**config.mk**
```make
export PLATFORM = sky130hd
export DESIGN_NAME = data_streamer
export DESIGN_NICKNAME = d
export VERILOG_FILES = /design/src/rtl/data_streamer_pkg.sv /design/src/rtl/data_streamer_serializer.sv /design/src/rtl/data_streamer.sv
export SDC_FILE = /design/constraint.sdc
export NUM_CORES = 1
export LEC_CHECK = 0
export CORE_MARGIN = 8
export CORE_UTILIZATION = 40
export CTS_CLUSTER_SIZE = 30
export DETAILED_ROUTE_END_ITERATION = 8
export GPL_TIMING_DRIVEN = 1
export PLACE_DENSITY = 0.71
export SYNTH_ARGS = -nofsm -noshare
export SYNTH_HDL_FRONTEND = slang
export SYNTH_HIERARCHICAL = 1
export SYNTH_SLANG_ARGS = --single-unit
```
**constraint.sdc**
```tcl
create_clock -name clk -period 2.3 [get_ports clk]
set_clock_uncertainty 0.05 [all_clocks]
set_input_delay 0.23 -clock clk [delete_from_list [all_inputs] [get_ports clk]]
set_output_delay 0.23 -clock clk [all_outputs]
set_load 0.005 [all_outputs]
```
**src/rtl/data_streamer_pkg.sv**
```systemverilog
`timescale 1ns/1ps
`default_nettype none
// ---------------------------------------------------------------------------
// data_streamer_pkg : shared FSM state type and byte width.  Rev 1.0
// ---------------------------------------------------------------------------
package data_streamer_pkg;

  localparam int BYTE_W = 8;

  typedef enum logic [2:0] {
    IDLE  = 3'd0,
    FETCH = 3'd1,
    WAIT  = 3'd2,
    SEND  = 3'd3,
    DONE  = 3'd4
  } state_e;

endpackage
`default_nettype wire

```
**src/rtl/data_streamer_serializer.sv**
```systemverilog
`timescale 1ns/1ps
`default_nettype none
// ---------------------------------------------------------------------------
// word_serializer : splits a DATA_W word into bytes, MSB first, valid/ready.
// Rev 1.0
// ---------------------------------------------------------------------------
module word_serializer
  import data_streamer_pkg::*;
#(
  parameter int DATA_W = 8
) (
  input  logic                clk,
  input  logic                rst_n,
  input  logic                load_i,
  input  logic [DATA_W-1:0]   word_i,
  input  logic                clear_i,
  input  logic                ready_i,
  output logic [BYTE_W-1:0]   data_o,
  output logic                valid_o,
  output logic                last_o
);

  localparam int BYTES = DATA_W / BYTE_W;
  localparam int CNT_W = (BYTES > 1) ? $clog2(BYTES) : 1;

  logic [DATA_W-1:0] sh_q;
  logic [CNT_W-1:0]  cnt_q;
  logic              valid_q;
  logic              last;
  logic              accept;

  assign last   = (cnt_q == CNT_W'(BYTES - 1));
  assign accept = valid_q & ready_i;

  // A clear in the same cycle as an acceptance still lets that byte go out.
  always_ff @(posedge clk or negedge rst_n) begin
    if (!rst_n) begin
      sh_q    <= '0;
      cnt_q   <= '0;
      valid_q <= 1'b0;
    end else if (clear_i) begin
      cnt_q   <= '0;
      valid_q <= 1'b0;
    end else if (load_i) begin
      sh_q    <= word_i;
      cnt_q   <= '0;
      valid_q <= 1'b1;
    end else if (accept) begin
      if (last) begin
        valid_q <= 1'b0;
      end else begin
        cnt_q <= cnt_q + 1'b1;
        sh_q  <= sh_q << BYTE_W;
      end
    end
  end

  assign data_o  = sh_q[DATA_W-1 -: BYTE_W];
  assign valid_o = valid_q;
  assign last_o  = last;

endmodule
`default_nettype wire

```
**src/rtl/data_streamer.sv**
```systemverilog
`timescale 1ns/1ps
`default_nettype none
// ---------------------------------------------------------------------------
// data_streamer : on a start-button press, reads a memory address range and
// streams every word out byte-wise.  Rev 1.0
// ---------------------------------------------------------------------------
module data_streamer
  import data_streamer_pkg::*;
#(
  parameter int ADDR_W = 18,
  parameter int DATA_W = 8,
  parameter int RD_LAT = 1
) (
  input  logic                clk,
  input  logic                rst_n,
  input  logic                start,
  input  logic                abort,
  input  logic                loop,
  input  logic [ADDR_W-1:0]   start_addr,
  input  logic [ADDR_W-1:0]   end_addr,
  output logic [ADDR_W-1:0]   mem_addr,
  output logic                mem_ren,
  input  logic [DATA_W-1:0]   mem_rdata,
  output logic [BYTE_W-1:0]   tx_data,
  output logic                tx_valid,
  input  logic                tx_ready,
  output logic                busy,
  output logic                done,
  output logic                err
);

  localparam logic [2:0] LAT_LAST = 3'(RD_LAT - 1);

  state_e            state_q;
  logic              s1_q, s2_q;
  logic [ADDR_W-1:0] addr_q, base_q, end_q;
  logic [ADDR_W-1:0] addr_d;
  logic              loop_q;
  logic [2:0]        lat_q;
  logic [ADDR_W-1:0] mem_addr_q;
  logic              mem_ren_q, done_q, err_q;
  logic              trigger;
  logic              ser_load, ser_clear, ser_last;

  assign trigger   = ~s1_q & s2_q;
  assign ser_load  = (state_q == WAIT) && (lat_q == LAT_LAST) && !abort;
  assign ser_clear = abort && (state_q != IDLE);

  // End check happens before the increment, so an all-ones end never wraps.
  assign addr_d = (addr_q != end_q) ? addr_q + 1'b1 : base_q;

  always_ff @(posedge clk or negedge rst_n) begin
    if (!rst_n) begin
      state_q    <= IDLE;
      s1_q       <= 1'b1;
      s2_q       <= 1'b1;
      addr_q     <= '0;
      base_q     <= '0;
      end_q      <= '0;
      loop_q     <= 1'b0;
      lat_q      <= '0;
      mem_addr_q <= '0;
      mem_ren_q  <= 1'b0;
      done_q     <= 1'b0;
      err_q      <= 1'b0;
    end else begin
      s1_q      <= start;
      s2_q      <= s1_q;
      mem_ren_q <= 1'b0;
      done_q    <= 1'b0;
      err_q     <= 1'b0;
      if (abort) begin
        state_q <= IDLE;
      end else begin
        case (state_q)
          IDLE: begin
            if (trigger) begin
              if (start_addr > end_addr) begin
                err_q <= 1'b1;
              end else begin
                addr_q     <= start_addr;
                base_q     <= start_addr;
                end_q      <= end_addr;
                loop_q     <= loop;
                mem_addr_q <= start_addr;
                mem_ren_q  <= 1'b1;
                state_q    <= FETCH;
              end
            end
          end
          FETCH: begin
            lat_q   <= '0;
            state_q <= WAIT;
          end
          WAIT: begin
            if (lat_q == LAT_LAST) begin
              state_q <= SEND;
            end else begin
              lat_q <= lat_q + 1'b1;
            end
          end
          SEND: begin
            if (tx_valid && tx_ready && ser_last) begin
              if ((addr_q != end_q) || loop_q) begin
                addr_q     <= addr_d;
                mem_addr_q <= addr_d;
                mem_ren_q  <= 1'b1;
                state_q    <= FETCH;
              end else begin
                done_q  <= 1'b1;
                state_q <= DONE;
              end
            end
          end
          DONE: begin
            state_q <= IDLE;
          end
          default: begin
            state_q <= IDLE;
          end
        endcase
      end
    end
  end

  word_serializer #(
    .DATA_W (DATA_W)
  ) u_ser (
    .clk     (clk),
    .rst_n   (rst_n),
    .load_i  (ser_load),
    .word_i  (mem_rdata),
    .clear_i (ser_clear),
    .ready_i (tx_ready),
    .data_o  (tx_data),
    .valid_o (tx_valid),
    .last_o  (ser_last)
  );

  assign mem_addr = mem_addr_q;
  assign mem_ren  = mem_ren_q;
  assign busy     = (state_q != IDLE);
  assign done     = done_q;
  assign err      = err_q;

endmodule
`default_nettype wire

```
==> out/results.tsv <==
stage	metric	value	unit
layout	diode count	0	
timing	worst hold slack	-10.7	ps
synthesis	Synth Area per Inst	10.6	µm²
synthesis	sequential element share of the synthesized area	41.0	%
detailed_routing	WL per Instance	18.8	µm
clock_network	total CTS buffers	9	
clock_network	TritonCTS clock tree	yes	
synthesis	Most used DFF post-synth	dfrtp_1	
synthesis	Ys Warns	6	
synthesis	EDFF count, synth	0	
setup_path	family with the most delay on the worst path	buffers and inverters	
clock_network	clk root buf	clkbuf_16	
synthesis	Post-Syn Area	4590	µm²
layout	fillers	937	
clock_network	clock sink count	75	
placed_design	Setup WS pre-CTS	-764	ps
timing	RSZ-0062 raised after global routing	yes	
hold_path	worst hold path class	in2async	
setup_path	CP max-delay cell	nor4_4	
placed_design	Buffers on Ports	80	
detailed_routing	Pre-antenna DRT Iters	8	
floorplan	row cnt	39	
grt	gr usage total	18.5	%
power	P_leak	2.91	nW
power	maximum vdd drop	0.000547	V
setup_path	Worst path max stage delay	370	ps
setup_path	CP startpoint	start_addr[15]	
synthesis	ranking of synthesized cells by area	dfrtp_1, mux2_4, ha_1	
setup_path	r2r startpoint	end_q[14]	
floorplan	IO Count	81	
clock_network	Clk pin slew, worst setup/hold paths	60	ps
detailed_routing	routed wire length	13.6	mm
power	Comb pwr share	45.9	%
grt	initial antenna violation count	0	
setup_path	Worst path most repeated cell	buf_6	
setup_path	Critical Path AT	2430	ps
placed_design	Final Wtd Congestion	0.882	
setup_path	startpoint types	input pin	
clock_network	# hold bufs at CTS	0	
detailed_routing	Vias	3889	
timing	FMAX	441	MHz
layout	share of layout cells above drive strength 1	38.3	%
run_status	failing checks	hold timing	
timing	Pins Over Slew Limit	0	
clock_network	# H-tree levels	3	
power	P_int	4.63	mW
synthesis	syn_nets	502	
timing	Slew HR	36.2	%
timing	Final Hold Violating Endpoints	5	
power	Overall Power	7.08	mW
setup_path	critical-path cell list	buf_8 -> ha_4 -> nand4_1 -> nor4_4 -> buf_4 -> o31ai_4 -> a31oi_4 -> nor3_4 -> buf_6 -> buf_6 -> buf_12 -> mux2_4	
placed_design	post-detail-place hpwl	9.23	mm
timing	min cycle time layout	2270	ps
floorplan	initial core utilization	40.5	%
setup_path	crit path kind	in2reg	
floorplan	Die Width	123	µm
synthesis	synth cell count leaders	dfrtp_1, nand2_1, mux2_4	
power	pwr dens	1070	nW/µm²
power	register share of total power	34.3	%
layout	post-layout net count	646	
layout	Synth-to-Final Area Change	43.6	%
grt	vias in the first global route	4131	
detailed_routing	drt initial violations	267	
synthesis	top-count cell post-synth	dfrtp_1	
setup_path	CP bufs+invs	5	
timing	final setup fails	0	
timing	Worst-Margin Slew	957	ps
detailed_routing	Vias/cell	5.39	
detailed_routing	Routed Antenna Nets	0	
run_status	status	finished with violations	
setup_path	Crit. End Element	flip-flop	
job	max cap viols	0	
detailed_routing	Residual DRC	0	
grt	grt total ovfl	0	
synthesis	Synth area leader	dfrtp_1	
clock_network	worst skew pair latency	340	ps
synthesis	Synth Instances	431	
timing	fin crit share	98.7	%
floorplan	die footprint	15200	µm²
synthesis	number of unique standard cell types used by synthesis	58	
setup_path	R2R setup slack	60	ps
timing	setup ws final	30.6	ps
synthesis	Synth top area share	39.8	%
power	Sw Ratio	34.7	%
floorplan	die height	123	µm
setup_path	critical path fanouts, max	8	
power	Psw	2.46	mW
grt	largest net degree at the start of global routing	76	
synthesis	Synth async-reset ratio	100	%
floorplan	Core ar.	11300	µm²
synthesis	Yosys reg bits	75	
power	Clock power frac	19.7	%
grt	first-pass GRT wire length	21.7	mm
setup_path	Required @ worst endpoint	2460	ps
clock_network	Clock Path Buffers	2	
setup_path	worst reg2reg path depth	7	
setup_path	reg-to-reg critical path endpoint	mem_addr[16]	
[layer usage]
layer	vias to the layer above	part of all wire [%]	global-route usage, %
met5	-	0	0
met4	0	2.8	8.13
met2	144	49	30.2
li1	1806	-	-
met1	1911	42	23.1
met3	28	6.6	4.20
[through the flow]
step | cells | area, µm² | setup TNS [ps] | util [%]
2_1_floorplan | 431 | 4590 | 0 | -
3_3_place_gp | 689 | 5830 | -38660 | 51.5
3_5_place_dp | 689 | 5830 | -41090 | 51.5
4_1_cts | 717 | 6540 | 0 | 57.7
5_1_grt | 722 | 6590 | -688 | 58.2
6_report | 722 | 6590 | 0 | 58.2
[registers in the layout (all words and copies together), names as in the netlist, 3 cells and up]
register / cells
state_q: 3
u_ser/data_o: 8
mem_addr: 18
end_q: 18
base_q: 18
lat_q: 3
[how the worst max path moves through the flow]
stage	end	slack, ps	cells past startpoint
floorplan	base_q[10]	6	10
CTS	end_q[5]	3	11
global route	end_q[6]	-60	13
global placement	end_q[11]	-720	10
detailed placement	end_q[6]	-760	10
finish	end_q[10]	30	12
[layout by cell type (no fill, tap or decap), types with 7 or more instances in the layout]
cell	instances
mux2_4	34
inv_1	11
clkbuf_16	9
ha_4	14
a21oi_1	22
mux2_2	11
dfrtp_1	72
nor2_1	17
buf_4	67
xor2_1	19
inv_2	13
xnor2_1	15
clkdlybuf4s50_1	43
buf_6	11
o21ai_0	9
nand3_1	11
dlygate4sd2_1	12
ha_1	7
a31oi_2	8
a31oi_1	8
o211ai_1	16
nand2_1	48
[final cells by class]
class | instances | area [µm²] | area share, %
Clock buffer | 12 | 246 | 3.74
Clock inverter | 3 | 40.0 | 0.608
Inverter | 27 | 111 | 1.69
Multi-Input combinational cell | 306 | 2720 | 41.2
Sequential cell | 75 | 1880 | 28.5
Tap cell | 143 | 179 | 2.72
Timing Repair Buffer | 156 | 1420 | 21.5
[cell families (layout without fill, tap and decap cells)]
family | count (synthesis) | count (layout) | share of synthesized area, %
compound gates | 80 | 80 | 12.8
other cells | 1 | 1 | 0.0817
mux | 47 | 47 | 13.6
fa+ha+maj | 21 | 21 | 5.73
simple gates | 122 | 122 | 13.3
flops | 75 | 75 | 41.0
buf+inv | 50 | 198 | 6.82
xor+xnor | 35 | 35 | 6.68
[power by group through the flow]
| stage | registers [mW] | clock network, mW | logic (mW) |
|---|---|---|---|
| 3_5_place_dp | 2.40 | 0 | 3.04 |
| 4_1_cts | 2.39 | 1.42 | 3.18 |
| 5_1_grt | 2.50 | 1.48 | 3.52 |
| 3_3_place_gp | 2.37 | 0 | 2.97 |
| 2_1_floorplan | 2.37 | 0 | 1.73 |
| 6_report | 2.43 | 1.40 | 3.25 |
[repair_timing]
item / 4_1_cts / 5_1_grt
setup endpoints to repair: 59 / 58
buffers inserted: 10 / 6
pin swaps: 21 / 23
cloned: 3 / 0
resized for setup: 111 / 63
Power figures use the tool's default switching activity.
